File: src/rtl/div_pkg.sv
// Shared definitions for the sequential restoring divider.
package div_pkg;

  localparam int unsigned STATE_W = 2;

  typedef enum logic [STATE_W-1:0] {
    IDLE = 2'd0,
    RUN  = 2'd1,
    DONE = 2'd2
  } state_t;

endpackage : div_pkg

File: src/rtl/div_step.sv
// One combinational restoring-division step: shift in the next dividend bit,
// trial-subtract the divisor, keep the difference only if it did not borrow.
module div_step #(
  parameter int unsigned WIDTH = 4
) (
  input  logic [WIDTH:0]   rem_in,
  input  logic             quo_msb,
  input  logic [WIDTH-1:0] divisor,
  output logic [WIDTH:0]   rem_out,
  output logic             q_bit
);

  logic [WIDTH:0] w_sh;
  logic [WIDTH:0] w_trial;
  logic           w_unused_rem_msb;

  // The partial remainder is always below the divisor, so its top bit is never shifted in.
  assign w_unused_rem_msb = rem_in[WIDTH];

  // Shift and trial subtract; MSB of the trial is the borrow.
  always_comb begin
    w_sh    = {rem_in[WIDTH-1:0], quo_msb};
    w_trial = w_sh - {1'b0, divisor};
    q_bit   = ~w_trial[WIDTH];
    rem_out = q_bit ? w_trial : w_sh;
  end

endmodule : div_step

File: src/rtl/div_4bit_seq.sv
// Sequential restoring unsigned divider, one quotient bit per clock.
// Divide-by-zero completes immediately with quotient all ones, remainder = dividend.
module div_4bit_seq
  import div_pkg::*;
#(
  parameter int unsigned WIDTH = 4
) (
  input  logic             clk,
  input  logic             rst,
  input  logic             start,
  input  logic [WIDTH-1:0] dividend,
  input  logic [WIDTH-1:0] divisor,
  output logic             busy,
  output logic             done,
  output logic [WIDTH-1:0] quotient,
  output logic [WIDTH-1:0] remainder,
  output logic             div_by_zero
);

  localparam int unsigned CNT_W = $clog2(WIDTH + 1);

  state_t           r_state;
  logic [CNT_W-1:0] r_count;
  logic [WIDTH:0]   r_rem;
  logic [WIDTH-1:0] r_quo;
  logic [WIDTH-1:0] r_divisor;

  logic [WIDTH:0]   w_rem_next;
  logic             w_q_bit;
  logic [WIDTH-1:0] w_quo_next;

  div_step #(
    .WIDTH (WIDTH)
  ) u_step (
    .rem_in  (r_rem),
    .quo_msb (r_quo[WIDTH-1]),
    .divisor (r_divisor),
    .rem_out (w_rem_next),
    .q_bit   (w_q_bit)
  );

  assign w_quo_next = {r_quo[WIDTH-2:0], w_q_bit};

  // FSM, iteration counter, operand capture and registered results.
  always_ff @(posedge clk) begin
    if (rst) begin
      r_state     <= IDLE;
      r_count     <= '0;
      r_rem       <= '0;
      r_quo       <= '0;
      r_divisor   <= '0;
      busy        <= 1'b0;
      done        <= 1'b0;
      quotient    <= '0;
      remainder   <= '0;
      div_by_zero <= 1'b0;
    end else begin
      done <= 1'b0;
      case (r_state)
        IDLE, DONE: begin
          if (start) begin
            div_by_zero <= 1'b0;
            if (divisor == '0) begin
              r_state     <= DONE;
              done        <= 1'b1;
              div_by_zero <= 1'b1;
              quotient    <= '1;
              remainder   <= dividend;
            end else begin
              r_state   <= RUN;
              busy      <= 1'b1;
              r_count   <= '0;
              r_rem     <= '0;
              r_quo     <= dividend;
              r_divisor <= divisor;
            end
          end else if (r_state == DONE) begin
            r_state <= IDLE;
          end
        end
        RUN: begin
          r_rem   <= w_rem_next;
          r_quo   <= w_quo_next;
          r_count <= r_count + CNT_W'(1);
          if (r_count == CNT_W'(WIDTH - 1)) begin
            r_state   <= DONE;
            busy      <= 1'b0;
            done      <= 1'b1;
            quotient  <= w_quo_next;
            remainder <= w_rem_next[WIDTH-1:0];
          end
        end
        default: begin
          r_state <= IDLE;
          busy    <= 1'b0;
        end
      endcase
    end
  end

endmodule : div_4bit_seq

File: config.mk
export PLATFORM = sky130hd
export DESIGN_NAME = div_4bit_seq
export DESIGN_NICKNAME = d
export VERILOG_FILES = /design/src/rtl/div_pkg.sv /design/src/rtl/div_step.sv /design/src/rtl/div_4bit_seq.sv
export SDC_FILE = /design/constraint.sdc
export NUM_CORES = 1
export LEC_CHECK = 0
export ABC_CLOCK_PERIOD_IN_PS = 2700
export BUFFER_PORTS_ARGS = -buffer_cell sky130_fd_sc_hd__buf_4
export CAP_MARGIN = 5
export CORE_ASPECT_RATIO = 2
export CORE_MARGIN = 2
export CORE_UTILIZATION = 45
export CTS_CLUSTER_SIZE = 16
export DETAILED_ROUTE_END_ITERATION = 8
export PLACE_DENSITY_LB_ADDON = 0.1
export SLEW_MARGIN = 20
export SYNTH_ARGS = -nofsm -noshare
export SYNTH_HDL_FRONTEND = slang
export SYNTH_SLANG_ARGS = --single-unit
File: constraint.sdc
create_clock -name clk -period 2.7 [get_ports clk]
set_clock_uncertainty 0.15 [all_clocks]
set_input_delay 0.135 -clock clk [delete_from_list [all_inputs] [get_ports clk]]
set_output_delay 0.135 -clock clk [all_outputs]
set_load 0.01 [all_outputs]
## Yosys cells after proc, flatten, opt, wreduce, memory -nomap -nowiden

Index checks and enable logic that the tools add are counted.

| word-level totals | value |
|---|---|
| output and inout port bits | 11 |
| input bits | 11 |
| logic and storage cells | 63 |
| register bits | 28 |

| operators by class | value |
|---|---|
| bitwise logic cells | 2 |
| add/subtract/negate cells | 2 |
| equal/unequal tests | 8 |
| reductions and logical operators | 10 |
| muxes and demuxes | 31 |

Operators with widths:

| operator | count |
|---|---|
| $mux W4 | 11 |
| $pmux W4 S2 | 4 |
| $reduce_and A3 Y1 | 3 |
| $mux W2 | 4 |
| $ne A2 B2 Y1 const B | 4 |
| $mux W1 | 6 |
| $mux W3 | 2 |
| $pmux W3 S2 | 1 |
| $sub A5 B4 Y5 | 1 |
| $logic_not A4 Y1 | 1 |
| $pmux W1 S2 | 2 |
| $pmux W2 S2 | 1 |
| $reduce_and A2 Y1 | 2 |
| $reduce_and A4 Y1 | 1 |
| $add A3 B1 Y3 const B | 1 |
| $eq A3 B2 Y1 const B | 1 |
| $ne A3 B3 Y1 const B | 1 |
| $eq A2 B1 Y1 const B | 1 |
| $eq A2 B2 Y1 const B | 1 |
| $logic_not A2 Y1 | 1 |
| $not A1 Y1 | 2 |
| $reduce_bool A2 Y1 | 1 |
| $reduce_or A2 Y1 | 1 |

## Logic depth before layout (Yosys ltp)

| depth | value |
|---|---|
| word-level depth | 4 |
| depth in mapped cells | 8 |
| mapped depth without buffers | 8 |

## Modules after synthesis

A second synthesis with hierarchy kept.

| second synthesis, totals | value |
|---|---|
| cells, all modules | 168 |
| area total of the unflattened synthesis | 1502.7 um2 |

By module, submodules not included:

| module | area each (um2) | cells each | times used | sequential area each (um2) |
|---|---|---|---|---|
| div_4bit_seq | 1272.5 | 140 | 1 | 580.6 |
| div_step | 230.2 | 28 | 1 | 0.0 |

## Worst setup path before layout

No wires, ideal clock.

| timing path | value |
|---|---|
| path kind | register -> register |
| from | reg r_quo[3] |
| to | reg remainder[2] |
| period minus slack after synthesis | 2248 ps |
| setup time | 88 ps |
| required time | 2462 ps |
| slack | 452 ps |
| arrival time | 2010 ps |
| cell stages (with the launch flop) | 9 |
| buffers on the path | 0 |
| path through | dfxtp_1 inv_1 ha_1 fa_1 nand2b_4 a21oi_4 xor2_4 mux2_4 a311oi_2 |

| on the way | value |
|---|---|
| word-level cells in the longest chain between the ends | 4 |

Ends and longest elaborated chain:

| what | line | RTL |
|---|---|---|
| from (decl) | div_4bit_seq.sv:25 | `logic [WIDTH-1:0] r_quo;` |
| from (signal assigned) | div_4bit_seq.sv:74 | `r_quo <= dividend;` |
| from (signal assigned) | div_4bit_seq.sv:83 | `r_quo <= w_quo_next;` |
| $sub A5 B4 Y5 | div_step.sv:23 | `w_trial = w_sh - {1'b0, divisor};` |
| $mux W4 | div_step.sv:25 | `rem_out = q_bit ? w_trial : w_sh;` |
| $mux W4 | div_4bit_seq.sv:85 | `if (r_count == CNT_W'(WIDTH - 1)) begin` |
| $pmux W4 S2 | div_4bit_seq.sv:59 | `case (r_state)` |
| to (signal assigned) | div_4bit_seq.sv:68 | `remainder <= dividend;` |
| to (signal assigned) | div_4bit_seq.sv:90 | `remainder <= w_rem_next[WIDTH-1:0];` |
| to (decl) | div_4bit_seq.sv:16 | `output logic [WIDTH-1:0] remainder,` |

No other way between the ends. The select of a mux whose other input is x is not followed.
A chain may end at the register's enable or synchronous reset.

## Final worst setup path

Same ends and word-level chain as after synthesis.

==> summary.txt <==
Outcome
  – Status: complete, no violations

Clock network
  – Clock Sinks: 28
  – Clk pin slew, worst setup/hold paths: 90 ps
  – CTS max path bufs: 2
  – CTS tree: yes
  – Clock root cell: clkbuf_8
  – Post-CTS Resized: 0
  – CTS buffer count: 3
  – Post-CTS setup buffer count: 0
  – Hold bufs inserted after CTS: 5
  – H-tree depth: 1
  – Clock latency on the worst-skew pair: 270 ps

Power
  – Pleak: 0.671 nW
  – Power density cells: 556 mW/mm²
  – VDD IR-drop max: 0.352 mV

Synthesis
  – Area share of fa/ha/maj cells after synthesis: 7.04%
  – Post-synth cell types: 31
  – Post-synth top area cell: dfxtp_1
  – Syn Inst Count: 148
  – Main combinational cell family by area after synthesis: simple AND/OR/NAND/NOR gates
  – Synth Area in Simple Gates: 21.7%
  – Compound-gate portion of the synthesized area: 16.0%
  – Yosys top cell area share: 41.5%
  – Seq/Total Area, Yosys: 41.5%
  – #FFs+latches synth: 28
  – Synth Area per Inst: 9.12 µm²
  – Synth warn: 0
  – Syn Std Cell Area: 0.00135 mm²
  – Syn_nets: 166
  – Mux share of post-synthesis cell area: 6.30%
  – Synth top area cells: dfxtp_1, nor2_1, ha_1
  – Synth Area in XOR/XNOR: 2.04%

Floorplan
  – Core area: 0.00291 mm²
  – Die W: 42.7 µm
  – Area of the die: 0.00348 mm²
  – Chip Height: 81.5 µm
  – Number of core rows: 28
  – I/O pins: 22
  – Initial core utilization: 46.4%

Layout
  – Final net count: 189
  – Final instance area: 0.00160 mm²
  – Area growth syn-to-layout: 18.8%
  – Antenna Cells: 0
  – Layout cells sized above 1: 19.4%

STA
  – Final min period: 2430 ps
  – Slew HR: 47.9%
  – Setup_tns: 0 ps
  – Post-route setup slack: 273 ps
  – Worst-Margin Slew: 782 ps
  – Unrepaired setup endpoints after global routing: false
  – Count of final hold-check violations: 0
  – Peak Freq: 412 MHz
  – Slew Limit Fails: 0
  – Final setup vio count: 0
  – Tcrit/Tclk final: 89.9%

Worst setup path
  – Crit path kind: reg -> reg
  – Worst setup EP type: flop
  – Startpoint Class: flop
  – CP Max Fanout: 7
  – WP data required: 2740 ps
  – CP arrival: 2470 ps

Job
  – # Max-Cap Violations: 0

Route
  – Detailed Routing Iterations Pass 1: 4
  – DRT iter0 DRCs: 24
  – Total wire length: 2740 µm
  – Vias/cell: 5.45
  – Post-route ant nets: 0
  – Via count: 1090
  – Drt drc: 0
  – Wire per inst: 13.7 µm

GRT
  – Number of global-route vias before repair: 1124
  – Congestion Overflow GR: 0
  – Global-route wire length before repair: 4890 µm
  – Initial antenna violation count: 0
  – Total track usage: 18.0%
  – Maximum number of pins on one net before global-route repair: 29

Place
  – Pre-CTS setup slack: 272 ps
  – RePlAce Congestion: 0.808
  – Dpl hpwl: 2050 µm
  – Placed Area: 0.00150 mm²
  – # port buffers: 21

Min path
  – Worst hold-check path type: in -> reg
[layout by cell type (no fill, tap or decap), types with 2 or more instances in the layout]
master | synthesis | final
nor2_1 | 32 | 32
dfxtp_1 | 28 | 28
buf_4 | 2 | 21
nand2_1 | 12 | 12
a21oi_1 | 10 | 10
inv_1 | 7 | 7
mux2i_1 | 7 | 7
ha_1 | 6 | 6
a22oi_1 | 5 | 5
dlygate4sd3_1 | 0 | 5
nand2b_1 | 4 | 4
a211oi_1 | 4 | 4
clkbuf_8 | 0 | 4
nor3_1 | 3 | 3
nand2b_4 | 2 | 2
and2b_1 | 2 | 2
a31oi_1 | 2 | 2
a311oi_1 | 2 | 2
a311oi_2 | 2 | 2
nand3_1 | 2 | 2
[metrics by stage]
stage / total power [mW] / std cells / hold slack (ps) / util [%]
2_1_floorplan: 0.597 / 148 / 146 / -
3_3_place_gp: 0.636 / 191 / 271 / 51.5
3_5_place_dp: 0.640 / 191 / 282 / 51.5
4_1_cts: 0.904 / 200 / 15.0 / 55.2
5_1_grt: 0.938 / 200 / 43.0 / 55.2
6_report: 0.892 / 200 / 21.9 / 55.2
[worst paths after layout]
kind                               from                        end  slack, ps  cells past startpoint
setup reg to reg  r_quo[3]$_SDFFE_PP0P_  remainder[2]$_SDFFE_PP0P_        270                      8
setup / recovery  r_quo[3]$_SDFFE_PP0P_  remainder[2]$_SDFFE_PP0P_        270                      8
hold reg to reg       busy$_SDFFE_PP0P_          busy$_SDFFE_PP0P_        330                      2
hold / removal              dividend[0]  remainder[0]$_SDFFE_PP0P_         20                      3
[registers in the layout (all words and copies together), names as in the netlist, 2 cells and up]
name	count
r_count	3
r_state	2
quotient	4
remainder	4
r_quo	4
r_divisor	4
r_rem	4
[layer usage]
layer	part of all wire [%]	GRT usage [%]
met3	3.3	1.98
met1	42	20.7
met4	1.4	6.56
met2	53	33.2
met5	0	0
[critical path: stages (launching register included)]
cell,delay (ps)
dfxtp_1,340
inv_1,60
ha_1,190
fa_1,400
nand2b_4,170
a21oi_4,180
xor2_4,270
mux2_4,340
a311oi_2,230
[cells in the mapped netlist]
master and number:
and2_1 1, clkbuf_1 4, ha_1 6, nand3b_1 1, inv_1 7, a311oi_2 2
buf_2 1, buf_4 2, o22ai_1 1, fa_1 1, a211oi_1 4, a21oi_1 10
a21oi_4 1, mux2i_1 7, a22oi_1 5, nand2_1 12, buf_6 1, nor4_4 1
a31oi_1 2, nand3_1 2, o211ai_1 1, mux2_4 1, nor2_1 32, dfxtp_1 28
a311oi_1 2, and2b_1 2, nand2b_1 4, nand2b_4 2, a221oi_1 1, xor2_4 1
nor3_1 3
[power breakdown]
part           total (mW)  internal (mW)  switching [mW]
sequential          0.452          0.435          0.0169
clock               0.257          0.131           0.127
combinational       0.183         0.0827          0.0999
[logic make-up (layout without fill, tap and decap cells)]
kind of cell	after synthesis	in the layout
adders and majority gates	7	7
xor gates and xnor gates	1	1
AOI/OAI and AO/OA	29	29
and+or+nand+nor	60	60
muxes	8	8
DFF	28	28
buffers and inverters	15	37
[final cells by class]
cell class,instances,area [µm²]
fillers,278,1300
multi-input cells,105,717
flip-flops and latches,28,561
repair buffers,26,208
clock buffers,4,55.1
well taps,30,37.5
inverters,7,26.3
Note: power is estimated with default switching activity, not from simulation.
